--- src/rtl/stack_pkg.sv ---
// Shared defaults and the pop-sequencer state encoding for the return-stack pop unit.
package stack_pkg;

    localparam int ADDR_W_DEF = 12;
    localparam int DEPTH_DEF  = 4;

    typedef enum logic [1:0] {
        IDLE = 2'd0,
        ADDR = 2'd1,
        WAIT = 2'd2,
        DONE = 2'd3
    } pop_state_e;

endpackage

--- src/rtl/stack_depth_ctr.sv ---
// Stack occupancy counter with full/empty status and a sticky overflow flag.
module stack_depth_ctr #(
    parameter int DEPTH = 4,
    parameter int CNT_W = $clog2(DEPTH + 1)
) (
    input  logic             clk,
    input  logic             rst,
    input  logic             push,
    input  logic             pop,
    output logic [CNT_W-1:0] depth,
    output logic             empty,
    output logic             full,
    output logic             overflow
);

    logic push_acc;

    assign empty    = (depth == '0);
    assign full     = (depth == CNT_W'(DEPTH));
    assign push_acc = push && !full;

    always_ff @(posedge clk or posedge rst) begin
        if (rst) begin
            depth    <= '0;
            overflow <= 1'b0;
        end else begin
            if (push && full) begin
                overflow <= 1'b1;
            end
            // a push and a pop in the same cycle cancel out
            case ({push_acc, pop})
                2'b10:   depth <= depth + CNT_W'(1);
                2'b01:   depth <= depth - CNT_W'(1);
                default: depth <= depth;
            endcase
        end
    end

endmodule

--- src/rtl/stack_pop_unit.sv ---
// Return-stack pop sequencer: reads the top entry through registered storage and pops it.
// Optional STACK_UNDERFLOW_ERR_EN adds a sticky underflow flag and a zero-address error response.
//
// state | meaning
// IDLE  | waiting for ret_req; rd_idx follows the current top of stack
// ADDR  | latched idx presented on rd_idx
// WAIT  | storage read data arriving; captured into ret_addr at the exit edge
// DONE  | ret_valid and pop asserted for this single cycle
module stack_pop_unit
    import stack_pkg::*;
#(
    parameter int ADDR_W = ADDR_W_DEF,
    parameter int DEPTH  = DEPTH_DEF
) (
    input  logic                     clk,
    input  logic                     rst,
    input  logic                     ret_req,
    input  logic                     push,
    input  logic [ADDR_W-1:0]        rd_data,
    output logic [$clog2(DEPTH)-1:0] rd_idx,
    output logic                     pop,
    output logic                     ret_valid,
    output logic [ADDR_W-1:0]        ret_addr,
`ifdef STACK_UNDERFLOW_ERR_EN
    output logic                     underflow,
`endif
    output logic                     busy,
    output logic                     empty,
    output logic                     full,
    output logic                     overflow
);

    localparam int IDX_W = $clog2(DEPTH);
    localparam int CNT_W = $clog2(DEPTH + 1);

    pop_state_e       state;
    pop_state_e       state_nxt;
    logic [IDX_W-1:0] idx;
    logic [IDX_W-1:0] top_idx;
    logic [CNT_W-1:0] depth;
    logic             start;

    stack_depth_ctr #(
        .DEPTH (DEPTH),
        .CNT_W (CNT_W)
    ) u_depth (
        .clk      (clk),
        .rst      (rst),
        .push     (push),
        .pop      (pop),
        .depth    (depth),
        .empty    (empty),
        .full     (full),
        .overflow (overflow)
    );

    // wraps to DEPTH-1 when the stack is empty
    assign top_idx = IDX_W'(depth - CNT_W'(1));
    assign start   = (state == IDLE) && ret_req && !empty;

    always_comb begin
        state_nxt = state;
        case (state)
            IDLE:    if (start) state_nxt = ADDR;
            ADDR:    state_nxt = WAIT;
            WAIT:    state_nxt = DONE;
            DONE:    state_nxt = IDLE;
            default: state_nxt = IDLE;
        endcase
    end

`ifdef STACK_UNDERFLOW_ERR_EN
    logic uf_hit;
    logic uf_pulse;

    assign uf_hit = (state == IDLE) && ret_req && empty;
`endif

    always_ff @(posedge clk or posedge rst) begin
        if (rst) begin
            state    <= IDLE;
            idx      <= '0;
            ret_addr <= '0;
`ifdef STACK_UNDERFLOW_ERR_EN
            uf_pulse  <= 1'b0;
            underflow <= 1'b0;
`endif
        end else begin
            state <= state_nxt;
            if (start) begin
                idx <= top_idx;
            end
            if (state == WAIT) begin
                ret_addr <= rd_data;
            end
`ifdef STACK_UNDERFLOW_ERR_EN
            uf_pulse <= uf_hit;
            if (uf_hit) begin
                underflow <= 1'b1;
                ret_addr  <= '0;
            end
`endif
        end
    end

    assign busy   = (state != IDLE);
    assign pop    = (state == DONE);
    assign rd_idx = ((state == ADDR) || (state == WAIT)) ? idx : top_idx;

`ifdef STACK_UNDERFLOW_ERR_EN
    assign ret_valid = (state == DONE) || uf_pulse;
`else
    assign ret_valid = (state == DONE);
`endif

endmodule
--- config.mk ---
export PLATFORM = sky130hd
export DESIGN_NAME = stack_pop_unit
export DESIGN_NICKNAME = d
export VERILOG_FILES = /design/src/rtl/stack_pkg.sv /design/src/rtl/stack_depth_ctr.sv /design/src/rtl/stack_pop_unit.sv
export SDC_FILE = /design/constraint.sdc
export NUM_CORES = 1
export LEC_CHECK = 0
export CORE_MARGIN = 5
export CORE_UTILIZATION = 38
export DETAILED_ROUTE_END_ITERATION = 12
export PLACE_DENSITY = 0.8
export SYNTH_ARGS = -nofsm -noshare
export SYNTH_HDL_FRONTEND = slang
export SYNTH_SLANG_ARGS = --single-unit
export TNS_END_PERCENT = 100
--- constraint.sdc ---
create_clock -name clk -period 1.7 [get_ports clk]
set_clock_uncertainty 0.05 [all_clocks]
set_input_delay 0.255 -clock clk [delete_from_list [all_inputs] [get_ports clk]]
set_output_delay 0.255 -clock clk [all_outputs]
set_load 0.005 [all_outputs]
# ---- Yosys cells after proc, flatten, opt, wreduce, memory -nomap -nowiden
# Index checks and enable logic that the tools add are counted.
# Widths: inputs -> output; s select.
dict set report totals {
  register_bits 20
  input_bits 16
  word_cells 29
}
dict set report classes {
  add_sub_neg 2
  eq_ne 7
  muxes 4
  reduce_logical 11
}
# operator count
set op_table {}
lappend op_table {{$pmux 2 s4} 1}
lappend op_table {{$eq 2x2->1 const B} 3}
lappend op_table {{$pmux 3 s2} 1}
lappend op_table {{$eq 2x1->1 const B} 2}
lappend op_table {{$logic_and 1x1->1} 4}
lappend op_table {{$mux 2} 2}
lappend op_table {{$reduce_bool 2->1} 2}
lappend op_table {{$add 3x1->3 const B} 1}
lappend op_table {{$eq 3x3->1 const B} 1}
lappend op_table {{$logic_not 3->1} 1}
lappend op_table {{$sub 3x1->3 const B} 1}
lappend op_table {{$logic_not 1->1} 2}
lappend op_table {{$logic_not 2->1} 1}
lappend op_table {{$ne 2x2->1 const B} 1}
lappend op_table {{$logic_or 1x1->1} 1}

# ---- Longest topological paths before layout
# Gate-level depths: netlist (run 1).
dict set report depth {
  word_depth 5
  depth_mapped 8
  depth_no_buf 8
}

# ---- By module
# Synthesis (run 1) repeated with hierarchy kept, for this count alone.
dict set report unflattened {
  cells_unflattened 70
  area_unflattened_um2 968.4
}
# mod instances cells_each area_each_um2 seq_area_each_um2
set modules_own_cells {}
lappend modules_own_cells {stack_pop_unit 1 51 750.7 400.4}
lappend modules_own_cells {stack_depth_ctr 1 19 217.7 100.1}

# ---- Worst setup path after synthesis (run 1)
# No wires, ideal clock.
dict set report synth_path {
  path_kind {register to register}
  from {reg u_depth.depth[0]}
  to {reg u_depth.depth[2]}
  t_arrival_ns 1.543
  required_ns 1.571
  setup_slack_ns 0.027
  path_stages_with_launch 8
  path_buffers 0
  synth_period_minus_slack_ns 1.673
  cell_sequence {dfrtp_1 -> inv_1 -> ha_1 -> and2_1 -> nand2b_1 -> ha_1 -> nor2_1 -> xor2_1}
}
dict set report synth_between {
  elab_chain_cells 5
}
# item line
set synth_lines {}
lappend synth_lines {{start: declaration} stack_depth_ctr.sv:10} ;# output logic [CNT_W-1:0] depth,
lappend synth_lines {{start signal: assignment} stack_depth_ctr.sv:32} ;# 2'b10: depth <= depth + CNT_W'(1);
lappend synth_lines {{start signal: assignment} stack_depth_ctr.sv:33} ;# 2'b01: depth <= depth - CNT_W'(1);
lappend synth_lines {{start signal: assignment} stack_depth_ctr.sv:34} ;# default: depth <= depth;
lappend synth_lines {{$eq 3x3->1 (*)} stack_depth_ctr.sv:19} ;# assign full = (depth == CNT_W'(DEPTH));
lappend synth_lines {{via full} stack_pop_unit.sv:29} ;# output logic full,
lappend synth_lines {{$logic_not 1->1 (*)} stack_depth_ctr.sv:20} ;# assign push_acc = push && !full;
lappend synth_lines {{$logic_and 1x1->1 (*)} stack_depth_ctr.sv:20}
lappend synth_lines {{$eq 2x1->1 or $eq 2x2->1 (tied branches)} stack_depth_ctr.sv:31} ;# case ({push_acc, pop})
lappend synth_lines {{$pmux 3 s2 or $reduce_bool 2->1 (tied branches)} n/a}
# The timed path passes the listed nets; every way through them passes the cells marked *.
# A chain may end at the register's enable or synchronous reset.

# ---- Worst setup path after layout (run 1)
dict set report layout_path {
  from {reg state[1]}
  to {out rd_idx[0]}
}
dict set report layout_between {
  elab_chain_cells 3
}
# item line
set layout_lines {}
lappend layout_lines {{start: declaration} stack_pop_unit.sv:36} ;# pop_state_e state;
lappend layout_lines {{start signal: assignment} stack_pop_unit.sv:89} ;# state <= state_nxt;
lappend layout_lines {{$eq 2x1->1 or $eq 2x2->1 (tied branches)} stack_pop_unit.sv:108} ;# assign rd_idx = ((state == ADDR) || (state == WAIT)) ? idx : top_idx;
lappend layout_lines {{$logic_or 1x1->1 (*)} stack_pop_unit.sv:108}
lappend layout_lines {{$mux 2 (*)} stack_pop_unit.sv:108}
lappend layout_lines {{end: declaration} stack_pop_unit.sv:20} ;# output logic [$clog2(DEPTH)-1:0] rd_idx,
# Every way passes the cells marked *; elsewhere a longest branch is shown, timed or not.

==> metrics.csv, run 1 <==
stage;metric;value;unit
outcome;status;finished, violations left;
outcome;violations;setup timing;
sta;setup_tns;-0.0541;ns
logic_synthesis;synthFlopType;dfrtp_1;
setup_path;rr_startpoint;u_depth.depth[0];
sta;period_share;103;%
logic_synthesis;synth_area;938;um^2
clocking;cts_sinks;20;
layout;diodes;0;
logic_synthesis;synthSimpleGateAreaFrac;5.07;%
sta;slew_headroom;75.8;%
setup_path;critPathTopFamily;flip-flops;
placed_design;io_buffers;35;
clocking;clock_latency;0.30;ns
setup_path;crit_required;1.39;ns
global_routing;antenna_found_initial;0;
logic_synthesis;synth_compound_area_share;3.73;%
detailed_routing;wirelength;2.18;mm
layout;syn2layout_area_growth;61.3;%
sta;final_max_slew_viol_count;0;
setup_path;end_kind;output port;
setup_path;critPathArrivalTime;1.45;ns
placed_design;hpwl;1.64;mm
logic_synthesis;synth-xor-area-share;2.80;%
floorplanning;start_util;38.9;%
global_routing;grt_pass1_vias;798;
sta;setup_viol;1;
sta;fin_ws;-0.0541;ns
floorplanning;fp.dieH;59.7;um
layout;drive_gt1_share;38.0;%
global_routing;grt_pass1_wl;3.51;mm
setup_path;worstPathBufferInverterCount;3;
layout;multi_input_area;463;um^2
logic_synthesis;avgSynthCellArea;13.0;um^2
logic_synthesis;synthCells;72;
placed_design;dpl.cell_count;144;
logic_synthesis;synth_top_family_by_area;multiplexers;
sta;worst_pin_slew;0.363;ns
global_routing;gr-total-overflow;0;
clocking;cts_buffers;3;
clocking;cts_tree;done;
power_and_ir_drop;vdd_drop_max;1.18;mV
clocking;clockRootBuffer;clkbuf_4;
layout;stdcell_area;1510;um^2
placed_design;placed_area;1390;um^2
floorplanning;row_count;18;
logic_synthesis;yosysWarnings;0;
detailed_routing;wire_per_inst;14.4;um
layout;seqCellArea;500;um^2
sta;period_needed;1.75;ns
placed_design;gp_congestion;0.718;
power_and_ir_drop;leakage;0.703;nW
detailed_routing;post-route-drc-count;0;
detailed_routing;via_per_inst;4.71;
floorplanning;core_area;2410;um^2
logic_synthesis;async_reset_ff_share;100;%
min_path;min-delay-path-class;in -> async;
detailed_routing;ant_nets;0;
logic_synthesis;ys_seq_area_share;53.3;%
logic_synthesis;synth-edff-count;0;
floorplanning;io_pins;36;
detailed_routing;drt-initial-drc-count;4;
run;cap_violations;0;
layout;finalNonFillerCells;151;
logic_synthesis;syn_nets;96;
floorplanning;die_w;59.7;um
power_and_ir_drop;power;2.94;mW
global_routing;grt_max_degree;14;
logic_synthesis;yosysUniqueCellTypes;20;
logic_synthesis;synthAdderAreaFrac;10.7;%
clocking;htree_num_levels;1;
setup_path;path_cells;buf_6, inv_4, ha_4, mux2i_1, buf_2;
clocking;clockBufferDepth;2;
clocking;clk_pin_slew;0.11;ns
layout;n_fill_cell;196;
power_and_ir_drop;p_per_area;1940;nW/um^2
logic_synthesis;ys_seq_elements;20;
logic_synthesis;synthMuxAreaShare;19.9;%
setup_path;crit_type;reg -> out;
sta;hold_viol_final;0;
setup_path;worst-r2r-setup-slack;0.10;ns
global_routing;gr-usage-all-layers;13.2;%
setup_path;reg2reg_to;u_depth.depth[2];
setup_path;slowest_delay;0.39;ns
detailed_routing;via_count;711;
clocking;hold_buffers;0;
setup_path;critPathLaunchType;flop;
detailed_routing;drtPass1Iterations;4;
sta;rsz0062_at_grt;yes;
layout;layout.nets;146;
setup_path;r2r_cells;8;
setup_path;crit_slowest_cell;dfrtp_1;
floorplanning;die_area;3560;um^2
sta;max_freq;570;MHz
setup_path;path_max_fanout;4;
## worst register-to-register path: stages, from the launching register on
cell and delay [ns]:
dfrtp_1 0.40, inv_2 0.09, ha_4 0.14, and2_4 0.14, nand2b_4 0.12, ha_4 0.14, mux2i_1 0.22, nor2_2 0.05
xor2_1 0.14
## cells by family (layout without fill, tap and decap cells)
| logic type | Yosys count | count (layout) |
|---|---|---|
| compound gates | 6 | 6 |
| xor+xnor | 3 | 3 |
| fa+ha+maj | 8 | 8 |
| buf+inv | 10 | 59 |
| flops | 20 | 20 |
| mux | 17 | 17 |
| simple gates | 8 | 8 |
## state kept, by name (all words and copies together), names as in the netlist
name / cells
state: 2
u_depth.depth: 3
ret_addr: 12
u_depth.overflow: 1
idx: 2
## report_power, final
group          leakage, nW  internal [mW]  switching [mW]
clock               0.0210          0.131           0.139
sequential           0.232          0.724           0.151
combinational        0.450           1.12           0.678
total                0.703           1.97           0.969
## cells in the final DEF, fill, tap and decap left out
master,netlist,routed
nor2_2,0,1
buf_12,0,1
nand2_1,2,2
dlygate4sd2_1,0,2
dlymetal6s2s_1,0,2
clkdlybuf4s50_1,0,28
or3_4,1,1
o31ai_1,1,1
inv_1,7,3
inv_4,0,1
buf_6,0,1
dfrtp_1,20,20
ha_1,8,4
o21ai_1,1,2
clkbuf_8,0,1
buf_2,1,2
o21ai_0,3,2
nor2b_4,0,1
buf_4,1,10
nand2b_4,0,1
a21o_1,1,1
ha_4,0,4
xnor2_1,2,2
mux2_2,13,13
mux2i_1,4,4
nor2_1,2,1
inv_2,1,4
clkbuf_2,0,1
xor2_1,1,1
clkbuf_4,0,3
and2_4,0,1
## per-layer routing
layer | vias up | track usage (%) | share of wire (%)
met3 | 3 | 5.40 | 10
met2 | 33 | 22.4 | 49
met1 | 339 | 14.4 | 39
met5 | - | 0 | 0
li1 | 336 | - | -
met4 | 0 | 5.70 | 1.3
## Yosys cell counts, types with 2 or more instances
cell      n  area [um^2]
xnor2_1   2         17.5
nand2_1   2         7.51
o21ai_0   3         15.0
ha_1      8          100
mux2_2   13          146
nor2_1    2         7.51
inv_1     7         26.3
dfrtp_1  20          500
mux2i_1   4         40.0
## cell type report
cell class,count,area share (%)
clock buffers,4,2.40
inverters,8,2.15
flip-flops and latches,20,33.1
multi-input cells,42,30.6
repair buffers,47,29.3
well taps,30,2.48
## repair_timing
action,in CTS,in global routing
endpoints found under the setup margin,8,7
pin swaps,0,2
gates resized for setup,19,13
setup buffers,0,3
## metrics by stage
stage,worst slack (ns),hold slack (ns),utilization [%]
2_1_floorplan,0.0274,0.169,-
3_3_place_gp,-0.0538,0.391,57.8
3_5_place_dp,-0.0955,0.411,57.8
4_1_cts,-0.133,0.181,60.4
5_1_grt,-0.101,0.189,62.8
6_report,-0.0541,0.169,62.8
## worst max-delay path by stage
stage	start	endpoint	cells past startpoint
floorplan	u_depth.depth[0]	u_depth.depth[2]	7
global placement	state[0]	rd_idx[0]	4
detailed placement	state[1]	rd_idx[0]	4
CTS	state[1]	ret_valid	3
global route	state[1]	rd_idx[0]	5
finish	state[1]	rd_idx[0]	5
Note: power is estimated with default switching activity, not from simulation.
==> inputs of run 2 (changes only) <==
- ABC_CLOCK_PERIOD_IN_PS: not set -> 1700
- CORE_ASPECT_RATIO: not set -> 1.4
==> run 2 against run 1 <==
Net effect: the run now ends clean; register-to-register slack barely moved; die area rose by 0.39%; sequential power fell by 2%; combinational power barely moved; setup slack improved by 0.054 ns; critical path depth fell by 1; count of clock-buffer cells in the layout did not move; flip-flop and latch count did not move; critical path type unchanged; largest power group unchanged.
==> metrics.csv, run 2 (same netlist as run 1, synthesis figures left out) <==
stage;metric;value;unit;change
outcome;status;complete, no violations;;
detailed_routing;wire_per_inst;13.6;um;-5.9%
global_routing;antenna_found_initial;0;;unchanged
detailed_routing;drtPass1Iterations;3;;-1
detailed_routing;via_per_inst;4.55;;-3.4%
floorplanning;io_pins;36;;unchanged
sta;rsz0062_at_grt;yes;;
global_routing;gr-usage-all-layers;13.0;%;-0.19 points
sta;hold_viol_final;0;;unchanged
layout;multi_input_area;467;um^2;+0.81%
detailed_routing;drt-initial-drc-count;2;;-2
power_and_ir_drop;swShare;32.5;%;-0.38 points
power_and_ir_drop;leakage;0.673;nW;-4.2%
clocking;clock_latency;0.30;ns;about the same
layout;final_common_cell;clkdlybuf4s50_1;;
layout;diodes;0;;unchanged
floorplanning;start_util;39.2;%;+0.31 points
layout;drive_gt1_share;38.0;%;unchanged
power_and_ir_drop;p_per_area;1950;nW/um^2;+0.17%
layout;largest_register;ret_addr;;
clocking;cts_tree;done;;
power_and_ir_drop;p_sw;0.952;mW;-1.8%
clocking;htree_num_levels;1;;unchanged
power_and_ir_drop;clkPwrFrac;9.2;%;about the same
clocking;clk_pin_slew;0.10;ns;about the same
sta;final_max_slew_viol_count;0;;unchanged
clocking;hold_buffers;0;;unchanged
sta;max_freq;588;MHz;+3.2%
setup_path;slowest_delay;0.38;ns;about the same
floorplanning;fp.dieH;68.8;um;+15%
power_and_ir_drop;combPwrFrac;61.5;%;+0.4 points
power_and_ir_drop;power;2.92;mW;-0.66%
setup_path;critPathLaunchType;flop;;
floorplanning;core_area;2390;um^2;-0.78%
power_and_ir_drop;power_frac_seq;29.3;%;-0.4 points
power_and_ir_drop;vdd_drop_max;0.849;mV;-28%
setup_path;end_kind;output port;;
floorplanning;die_w;52;um;-13%
global_routing;grt_max_degree;16;;+2
placed_design;io_buffers;35;;unchanged
min_path;min-delay-path-class;in -> async;;
detailed_routing;ant_nets;0;;unchanged
layout;layout.nets;146;;unchanged
sta;period_needed;1.70;ns;-0.0544 ns
floorplanning;die_area;3580;um^2;+0.39%
layout;final_cell_mix;clkdlybuf4s50_1 (28), dfrtp_1 (20), mux2_2 (13);;
placed_design;gp_congestion;0.738;;+2.7%
global_routing;grt_pass1_wl;3.37;mm;-3.9%
layout;syn2layout_area_growth;60.0;%;
sta;period_share;100;%;-3.2 points
global_routing;grt_pass1_vias;749;;-6.1%
detailed_routing;post-route-drc-count;0;;unchanged
clocking;cts_sinks;20;;unchanged
sta;whs;0.110;ns;-0.0590 ns
sta;setup_tns;0;ns;+0.0541 ns
power_and_ir_drop;p_int;1.97;mW;-0.10%
run;cap_violations;0;;unchanged
floorplanning;row_count;21;;+3
layout;largest_register_ffs;12;;unchanged
setup_path;path_cells;inv_2, ha_4, mux2i_2, buf_2;;
setup_path;crit_slowest_cell;dfrtp_1;;
placed_design;hpwl;1.65;mm;+0.53%
layout;reg_top3;ret_addr (12), u_depth.depth (3);;
global_routing;gr-total-overflow;0;;unchanged
setup_path;path_max_fanout;4;;unchanged
sta;setup_viol;0;;-1
sta;worst_pin_slew;0.227;ns;-0.136 ns
detailed_routing;wirelength;2.10;mm;-3.4%
setup_path;critPathArrivalTime;1.39;ns;-0.06 ns
clocking;clockBufferDepth;2;;unchanged
setup_path;crit_type;reg -> out;;
setup_path;crit_required;1.39;ns;about the same
detailed_routing;via_count;705;;-0.84%
clocking;clockRootBuffer;clkbuf_4;;
sta;slew_headroom;84.8;%;+9.0 points
layout;finish.utilization;62.8;%;about the same
clocking;cts_buffers;3;;unchanged
layout;seqCellArea;500;um^2;unchanged
layout;n_fill_cell;195;;-0.51%
## run 2: changes by cell type in the layout (fill, tap and decap cells not counted), sizes merged
| cell | change |
|---|---|
| buf | -1 |
| clkdlybuf4s15 | +1 |
| dlygate4sd2 | +2 |
| dlymetal6s2s | -2 |
## run 2: metrics by stage
step | instance area (um^2) | instances | worst slack [ns]
after floorplan | 938 | 72 | 0.0274
after global placement | 1370 | 146 | -0.0202
after detailed placement | 1370 | 146 | -0.153
after CTS | 1460 | 153 | -0.00411
after global routing | 1500 | 155 | -0.0653
final | 1500 | 155 | 0.000288
## run 2: cell type report
cell class / instances / share of cell area (%)
sequential: 20 / 33.3
multi-input combinational: 42 / 31.1
timing repair buffer: 47 / 28.3
tap: 34 / 2.83
clock buffer: 4 / 2.42
inverter: 8 / 2.00
## run 2: path summary, 6_finish.rpt
check | slack [ns] | startpoint | cells after the start | to
setup / recovery | 0.0003 | state[0] | 4 | rd_idx[0]
hold / removal | 0.11 | rst | 2 | ret_addr[7]
setup reg to reg | 0.11 | u_depth.depth[0] | 8 | u_depth.depth[2]
hold reg to reg | 0.42 | u_depth.overflow | 1 | u_depth.overflow
max in group asynchronous | 1.05 | rst | 3 | idx[0]
min in group clk | 0.42 | u_depth.overflow | 1 | u_depth.overflow
## run 2: repair_timing
| item | in CTS | in global routing |
|---|---|---|
| buffers inserted | 3 | 2 |
| resized for setup | 21 | 7 |
| endpoints found under the setup margin | 8 | 4 |
| pin swaps | 1 | 1 |
## run 2: metal layers
metal,vias to the layer above,GRT usage [%],wire [um]
li1,338,-,-
met1,340,13.2,768
met5,-,0,0
met2,23,25.6,1210
met3,4,2.37,94
met4,0,4.92,32
## run 2: critical path, delay by kind of cell, from the launching register on
| family | cells | cell delay, ns |
|---|---|---|
| multiplexers | 1 | 0.22 |
| adder cells (fa/ha/maj) | 1 | 0.29 |
| buffers and inverters | 2 | 0.21 |
| flip-flops | 1 | 0.38 |
## run 2: power by group through the flow
stage               sequential [mW]  clock (mW)  combinational [mW]
global placement              0.839           0                1.54
global route                  0.890       0.304                1.97
detailed placement            0.860           0                1.60
floorplan                     0.872           0               0.760
finish                        0.856       0.268                1.80
CTS                           0.856       0.279                1.72
